## src/rtl/shift_add_multiplier.sv

```systemverilog
// Sequential shift-and-add multiplier feeding a downstream modulus stage.
// Define MULT_RADIX4_EN to retire two multiplier bits per cycle instead of one.
module shift_add_multiplier #(
  parameter int WIDTH = 16
) (
  input  logic               clk_in,
  input  logic               rst_n_in,
  input  logic               ready_in,
  input  logic [WIDTH-1:0]   a_in,
  input  logic [WIDTH-1:0]   b_in,
  input  logic [WIDTH-1:0]   modulus_in,
  input  logic               downstream_busy_in,
  output logic [2*WIDTH-1:0] product_out,
  output logic [WIDTH-1:0]   modulus_out,
  output logic               ready_out,
  output logic               busy_out,
  output logic               valid_out
);

  typedef enum logic [1:0] {
    IDLE = 2'd0,
    MULT = 2'd1,
    HOLD = 2'd2
  } state_t;

`ifdef MULT_RADIX4_EN
  localparam int STEPS = WIDTH / 2;
`else
  localparam int STEPS = WIDTH;
`endif
  localparam int CW = $clog2(WIDTH) + 1;

  state_t             state_q, state_d;
  logic [2*WIDTH-1:0] mcand_q, mcand_d;
  logic [WIDTH-1:0]   mplier_q, mplier_d;
  logic [2*WIDTH-1:0] acc_q, acc_d;
  logic [CW-1:0]      cnt_q, cnt_d;
  logic [WIDTH-1:0]   modReg_q, modReg_d;
  logic [2*WIDTH-1:0] product_q, product_d;
  logic [WIDTH-1:0]   modulus_q, modulus_d;
  logic               ready_q, ready_d;
  logic               valid_q, valid_d;
`ifdef MULT_RADIX4_EN
  logic [2*WIDTH-1:0] partial;
`endif

  always_ff @(posedge clk_in or negedge rst_n_in) begin
    if (!rst_n_in) begin
      state_q   <= IDLE;
      mcand_q   <= '0;
      mplier_q  <= '0;
      acc_q     <= '0;
      cnt_q     <= '0;
      modReg_q  <= '0;
      product_q <= '0;
      modulus_q <= '0;
      ready_q   <= 1'b0;
      valid_q   <= 1'b0;
    end else begin
      state_q   <= state_d;
      mcand_q   <= mcand_d;
      mplier_q  <= mplier_d;
      acc_q     <= acc_d;
      cnt_q     <= cnt_d;
      modReg_q  <= modReg_d;
      product_q <= product_d;
      modulus_q <= modulus_d;
      ready_q   <= ready_d;
      valid_q   <= valid_d;
    end
  end

  always_comb begin
    state_d   = state_q;
    mcand_d   = mcand_q;
    mplier_d  = mplier_q;
    acc_d     = acc_q;
    cnt_d     = cnt_q;
    modReg_d  = modReg_q;
    product_d = product_q;
    modulus_d = modulus_q;
    ready_d   = 1'b0;
    valid_d   = 1'b0;
`ifdef MULT_RADIX4_EN
    partial   = '0;
`endif
    case (state_q)
      IDLE: begin
        if (ready_in) begin
          mcand_d  = {{WIDTH{1'b0}}, a_in};
          mplier_d = b_in;
          modReg_d = modulus_in;
          acc_d    = '0;
          cnt_d    = '0;
          state_d  = MULT;
        end
      end
      MULT: begin
`ifdef MULT_RADIX4_EN
        case (mplier_q[1:0])
          2'd1:    partial = mcand_q;
          2'd2:    partial = mcand_q << 1;
          2'd3:    partial = mcand_q + (mcand_q << 1);
          default: partial = '0;
        endcase
        acc_d    = acc_q + partial;
        mcand_d  = mcand_q << 2;
        mplier_d = mplier_q >> 2;
`else
        if (mplier_q[0]) begin
          acc_d = acc_q + mcand_q;
        end
        mcand_d  = mcand_q << 1;
        mplier_d = mplier_q >> 1;
`endif
        // Fixed step count: zero operands still take the full duration.
        cnt_d = cnt_q + CW'(1);
        if (cnt_q == CW'(STEPS - 1)) begin
          state_d = HOLD;
        end
      end
      HOLD: begin
        if (!downstream_busy_in) begin
          product_d = acc_q;
          modulus_d = modReg_q;
          ready_d   = 1'b1;
          valid_d   = 1'b1;
          state_d   = IDLE;
        end
      end
      default: begin
        state_d = IDLE;
      end
    endcase
  end

  assign product_out = product_q;
  assign modulus_out = modulus_q;
  assign ready_out   = ready_q;
  assign valid_out   = valid_q;
  assign busy_out    = (state_q == MULT) || (state_q == HOLD);

endmodule

```

## config.mk

```make
export PLATFORM = sky130hd
export DESIGN_NAME = shift_add_multiplier
export DESIGN_NICKNAME = d
export VERILOG_FILES = /design/src/rtl/shift_add_multiplier.sv
export SDC_FILE = /design/constraint.sdc
export NUM_CORES = 1
export LEC_CHECK = 0
export BUFFER_PORTS_ARGS = -buffer_cell sky130_fd_sc_hd__buf_2
export CORE_ASPECT_RATIO = 2
export CORE_MARGIN = 2
export CORE_UTILIZATION = 30
export DETAILED_ROUTE_END_ITERATION = 7
export PLACE_DENSITY = 0.52
export RECOVER_POWER = 25
export SLEW_MARGIN = 20
export SYNTH_ARGS = -nofsm -noshare
export SYNTH_HDL_FRONTEND = slang
export SYNTH_SLANG_ARGS = --single-unit
```

## constraint.sdc

```tcl
create_clock -name clk_in -period 4.2 [get_ports clk_in]
set_input_delay 0.84 -clock clk_in [delete_from_list [all_inputs] [get_ports clk_in]]
set_output_delay 0.84 -clock clk_in [all_outputs]
set_load 0.01 [all_outputs]
```

==> impl_metrics.json, run 1 <==
{
  "status": "complete, but fails checks",
  "violations": "max-capacitance violations, max-slew violations",
  "p_comb_share_pct": 37.8,
  "endpoint_kind": "flop",
  "syn_nets": 772,
  "cts_max_level": 4,
  "hold_buffers": 0,
  "drt_iter0_drc": 209,
  "setup_viol": 0,
  "hpwlAfterDp_um": 13600,
  "ant_nets": 0,
  "p_sw_w": 0.00243,
  "stdcell_count": 1132,
  "avgViaCountPerCell": 4.85,
  "power.total_w": 0.00654,
  "drc": 0,
  "finalClockSkew_ns": 0.00926,
  "swShare_pct": 37.1,
  "power_leakage_nw": 4.59,
  "antenna_found_initial": 0,
  "dp.cells": 1100,
  "area_growth_pct": 20.1,
  "peakVddDrop_v": 0.000293,
  "synth_cells": 683,
  "regArea_um2": 3800,
  "die-area_um2": 26600,
  "synth_area_um2": 7580,
  "grt_overflow": 0,
  "p_per_area_nw_per_um2": 718,
  "via_count": 5493,
  "core_um2": 24900,
  "tritoncts": "built",
  "synth-seq-cells": 152,
  "hp-class": "flop to flop",
  "ys.flop_type": "dfrtp_1",
  "ios": 103,
  "fmax_ghz": 0.309,
  "die_y_um": 229,
  "synth_cell_types": 60,
  "worst_ep_arrival_time_ns": 3.56,
  "async_flop_share_pct": 100,
  "cts-root-buf": "clkbuf_16",
  "clock_latency_ns": 0.44,
  "grt_max_degree": 82,
  "drt_pass1_iterations": 7,
  "final.setup.tns_ns": 0,
  "synth_edf_count": 0,
  "grt_pass1_wl_um": 30200,
  "crit_path_start_kind": "flop",
  "ys.warnings.count": 0,
  "fin_crit_sh_pct": 77.0,
  "insertedDiodeCount": 0,
  "yosysSeqAreaShare_pct": 50.2,
  "ctsLongestPathBuffers": 2,
  "wl_um": 18800,
  "finalCriticalPeriod_ns": 3.24,
  "final_nets": 872,
  "post_cts.repair.setup_buffers": 0,
  "clkTransAtPathRegs_ns": 0.07,
  "maxSlewHeadroom_pct": -39.2,
  "internal_power_w": 0.00411,
  "cts.sinks": 152,
  "multiInputGateArea_um2": 3560,
  "crit_type": "flop to flop",
  "die_w_um": 116,
  "syn_area_per_cell_um2": 11.1,
  "required_ns": 4.53,
  "wl_per_cell_um": 16.6,
  "slew_violations": 82,
  "dpl_cell_area_um2": 8460,
  "rsz0062_at_grt": "false",
  "seq_power_share_pct": 36.1,
  "cts-resized-gates": 0,
  "cp_max_fo": 5,
  "finalHoldViolations": 0,
  "start_util_pct": 30.4,
  "drive_gt1_share_pct": 27.6,
  "grt.total_usage_pct": 14.8,
  "portBuffers": 102,
  "fin_area_um2": 9100,
  "finalWeightedCongestion": 0.870,
  "tightest_slew_ns": 2.09,
  "p_clk_share_pct": 26.1,
  "cts_buffers": 17,
  "grt_pass1_vias": 5696,
  "maxCapViolations": 1,
  "fillerInstances": 2503,
  "rows": 82
}
## state kept, by name, summed over array words and instances, names as in the netlist
name	cells
mcand_q	32
state_q	2
cnt_q	5
modReg_q	16
product_out	32
mplier_q	16
valid_out	1
acc_q	32
modulus_out	16
## final cells by class
type	instances	share of cell area, %
clock buffer	19	4.76
clock inverter	13	2.38
inverter	20	0.825
multi-input combinational	479	39.2
sequential	152	41.8
tap	336	4.62
timing repair buffer	113	6.48
## cells in the final DEF, fill, tap and decap left out, types with 6 or more instances in the layout
cell and count:
nand3_1 10, a21oi_1 28, a21o_1 17, xor2_1 11, nor2b_1 8, nor2_1 18
buf_4 10, o21ai_0 70, inv_1 19, ha_1 35, o31ai_1 6, mux2_2 65
xnor2_1 13, a22o_1 22, nand2_1 81, mux2i_1 30, clkbuf_16 17, dfrtp_1 152
buf_2 101
## final timing paths
kind	start	to	slack (ns)	depth (start not counted)
worst max-delay path	mcand_q[6]	acc_q[31]	0.96	10
worst min-delay path	mplier_q[13]	mplier_q[13]	0.48	2
worst max register to register	mcand_q[6]	acc_q[31]	0.96	10
worst min register to register	mplier_q[13]	mplier_q[13]	0.48	2
max in group asynchronous	rst_n_in	modReg_q[9]	1.16	2
min in group asynchronous	rst_n_in	valid_out	0.96	1
## synth_stat cells (17+ instances only)
cell type  instances  share of area (%)
a21o_1            17                1.7
a21oi_1           28                1.8
a22o_1            22                2.5
clkbuf_1          25                1.2
dfrtp_1          152                 50
ha_1              36                5.9
inv_1             19               0.94
mux2_2            65                9.7
mux2i_1           30                4.0
nand2_1           81                4.0
nor2_1            18               0.89
o21ai_0           70                4.6
## power groups by stage
stage	sequential (W)	combinational [W]	clock, W
after floorplan	0.00233	0.00183	0
after global placement	0.00238	0.00249	0
after detailed placement	0.00240	0.00251	0
after CTS	0.00237	0.00252	0.00175
after global routing	0.00245	0.00278	0.00182
final	0.00236	0.00247	0.00170
## per-stage QoR
| stage | hold slack (ns) | utilization [%] | worst slack [ns] |
|---|---|---|---|
| floorplan | 0.449 | - | 1.11 |
| global placement | 0.462 | 33.9 | 1.01 |
| detailed placement | 0.470 | 33.9 | 0.962 |
| CTS | 0.460 | 36.5 | 0.967 |
| global route | 0.510 | 36.5 | 0.558 |
| finish | 0.480 | 36.5 | 0.964 |
## routing by layer
layer  wire, um  global-route usage (%)
met1       7050                    15.6
met2      10600                    27.3
met3        536                    2.76
met4        566                    7.48
met5          0                       0
## critical path, cell delays in order (launching register included)
cell and delay (ns):
dfrtp_1 0.40, ha_1 0.36, a211o_1 0.34, a221oi_2 0.24, a21bo_4 0.27, a41oi_4 0.24
a21oi_2 0.11, o211a_1 0.25, or4_4 0.48, and2_0 0.16, a221o_1 0.28
## cells by family (layout without fill, tap and decap cells)
family                     Yosys count  in the layout  share of synthesized area [%]
AOI/OAI and AO/OA                  186            186                           16.4
and+or+nand+nor                    137            137                           7.94
buffers and inverters               52            165                           2.86
xor gates and xnor gates            24             24                           2.77
adders and majority gates           37             37                           6.21
DFF                                152            152                           50.2
muxes                               95             95                           13.6
Note: power is estimated with default switching activity, not from simulation.
==> run 2, diff against run 1 <==
- ABC_AREA: default -> 1
- clock period: 4.2 -> 3.1 ns (I/O delays scaled with it)
==> impl_metrics.json, run 2 <==
{
  "status": "complete, but fails checks",
  "violations": "max-capacitance violations, max-slew violations",
  "die_w_um": 122,
  "cts.sinks": 152,
  "via_count": 7423,
  "fmax_ghz": 0.385,
  "ant_nets": 0,
  "final_cell_mix": "nand2_1, inv_1, dfrtp_1, buf_2, nor2_1",
  "final.setup.tns_ns": 0,
  "synth_top_area_share_pct": 45.7,
  "power.total_w": 0.00998,
  "ys.warnings.count": 0,
  "synth_area_um2": 8320,
  "wl_per_cell_um": 15.6,
  "final_common_cell": "nand2_1",
  "avgViaCountPerCell": 4.64,
  "maxSlewHeadroom_pct": -17.7,
  "ios": 103,
  "drt_pass1_iterations": 5,
  "crit_type": "flop to flop",
  "hp-class": "primary input to flop",
  "grt_max_degree": 74,
  "synth_cells": 1141,
  "clock_latency_ns": 0.45,
  "drc": 0,
  "swShare_pct": 44.7,
  "synth_area_leaders": "dfrtp_1, nand2_1, inv_1",
  "critPathCapture": "acc_q[2]",
  "tightest_slew_ns": 1.77,
  "cp_slowest_cell": "o21ai_4",
  "r2r-end": "acc_q[2]",
  "die_y_um": 239,
  "antenna_found_initial": 2,
  "fin_crit_sh_pct": 83.8,
  "final_nets": 1324,
  "cp_max_fo": 32,
  "reg2regPathDepth": 7,
  "synth_top_cell_by_area": "dfrtp_1",
  "syn_area_per_cell_um2": 7.29,
  "fillerInstances": 2977,
  "rows": 86,
  "finalCriticalPeriod_ns": 2.60,
  "cts-resized-gates": 0,
  "cts_max_level": 4,
  "drive_gt1_share_pct": 12.3,
  "grt_pass1_wl_um": 38700,
  "crit_path_start_kind": "flop",
  "synth_edf_count": 0,
  "clkTransAtPathRegs_ns": 0.07,
  "finalHoldViolations": 0,
  "die-area_um2": 29200,
  "p_comb_share_pct": 43.3,
  "seq_power_share_pct": 35.3,
  "finalClockSkew_ns": 0.0101,
  "core_um2": 27400,
  "p_sw_w": 0.00446,
  "hpwlAfterDp_um": 19200,
  "start_util_pct": 30.3,
  "yosysSeqAreaShare_pct": 45.7,
  "grt_pass1_vias": 7180,
  "wl_um": 25000,
  "maxCapViolations": 1,
  "syn_nets": 1230,
  "portBuffers": 102,
  "cts_buffers": 17,
  "cp-startpoint": "state_q[0]",
  "whs_ns": 0.385,
  "p_clk_share_pct": 21.4,
  "ys.flop_type": "dfrtp_1",
  "r2r_start": "state_q[0]",
  "synth-seq-cells": 152,
  "worst_ep_arrival_time_ns": 2.97,
  "ctsLongestPathBuffers": 2,
  "drt_iter0_drc": 413,
  "rsz0062_at_grt": "false",
  "async_flop_share_pct": 100,
  "tritoncts": "built",
  "finalWeightedCongestion": 0.924,
  "synth_most_common_cell": "nand2_1",
  "p_per_area_nw_per_um2": 1020,
  "power_leakage_nw": 5.38,
  "setup_viol": 0,
  "synth_cell_types": 29,
  "cts-root-buf": "clkbuf_16",
  "multiInputGateArea_um2": 3610,
  "rrSetupSlack_ns": 0.50,
  "hold_buffers": 0,
  "grt.total_usage_pct": 18.0,
  "internal_power_w": 0.00553,
  "slew_violations": 65,
  "post_cts.repair.setup_buffers": 0,
  "peakVddDrop_v": 0.000349,
  "endpoint_kind": "flop",
  "grt_overflow": 0,
  "regArea_um2": 3800,
  "area_growth_pct": 17.7,
  "yosys-top-cells-count": "nand2_1, inv_1, dfrtp_1",
  "cp_slowest_stage_delay_ns": 0.62,
  "path_cells": "inv_1, ha_1, o21ai_4, o21ai_2, inv_2, o211ai_1, o21ai_0",
  "required_ns": 3.47
}
run 2: changes by cell type after synthesis, sizes merged, moves of 17 or more:
cell | previous run | this run
nor2 | 18 | 78
o22ai | 1 | 23
nand3 | 10 | 43
mux2i | 30 | 0
nand2 | 81 | 389
inv | 19 | 199
mux2 | 65 | 0
a21o | 18 | 1
a21oi | 29 | 51
a22o | 22 | 0
run 2: power by group through the flow:
stage	clock network [W]	registers [W]	logic [W]
after floorplan	0	0.00343	0.00295
after global placement	0	0.00356	0.00432
after detailed placement	0	0.00357	0.00438
after CTS	0.00221	0.00354	0.00440
after global routing	0.00227	0.00361	0.00492
final	0.00214	0.00352	0.00432
run 2: per-stage QoR:
step | cell area [um^2] | instances | util, % | setup slack [ns]
floorplan | 8320 | 1141 | - | 1.32
global placement | 9200 | 1568 | 33.5 | 0.553
detailed placement | 9200 | 1568 | 33.5 | 0.482
CTS | 9790 | 1600 | 35.7 | 0.465
global route | 9790 | 1601 | 35.7 | 0.297
finish | 9790 | 1601 | 35.7 | 0.503
run 2: worst min path at each step:
stage / start / endpoint / cells after the start
floorplan: rst_n_in / acc_q[0] / 0
global placement: product_out[31] / product_out[31] / 2
detailed placement: product_out[23] / product_out[23] / 2
CTS: rst_n_in / modulus_out[11] / 1
global route: b_in[15] / mplier_q[15] / 3
finish: b_in[15] / mplier_q[15] / 3
run 2: area by class of cell:
type	instances	area share (%)
multi-input cells	754	36.9
flip-flops and latches	152	38.8
clock buffers	17	4.35
inverters	199	7.64
repair buffers	111	6.03
diodes	1	0.0256
clock inverters	15	1.70
well taps	352	4.50
run 2: critical path: cells and delay by family (launching register included):
| family | cells | cell delay, ns |
|---|---|---|
| compound gates | 4 | 1.32 |
| buf+inv | 2 | 0.52 |
| flops | 1 | 0.38 |
| fa+ha+maj | 1 | 0.26 |
run 2: metal layers:
layer  track usage (%)  share of wire [%]
met1              16.8                 33
met2              35.8                 59
met3              2.95                2.4
met4              10.1                4.8
met5                 0                  0
run 2: cell families after synthesis:
logic type | after synthesis | share of synthesized area (%)
fa+ha+maj | 37 | 5.66
xor+xnor | 1 | 0.105
flops | 152 | 45.7
buf+inv | 235 | 10.9
simple gates | 521 | 24.5
compound gates | 195 | 13.0
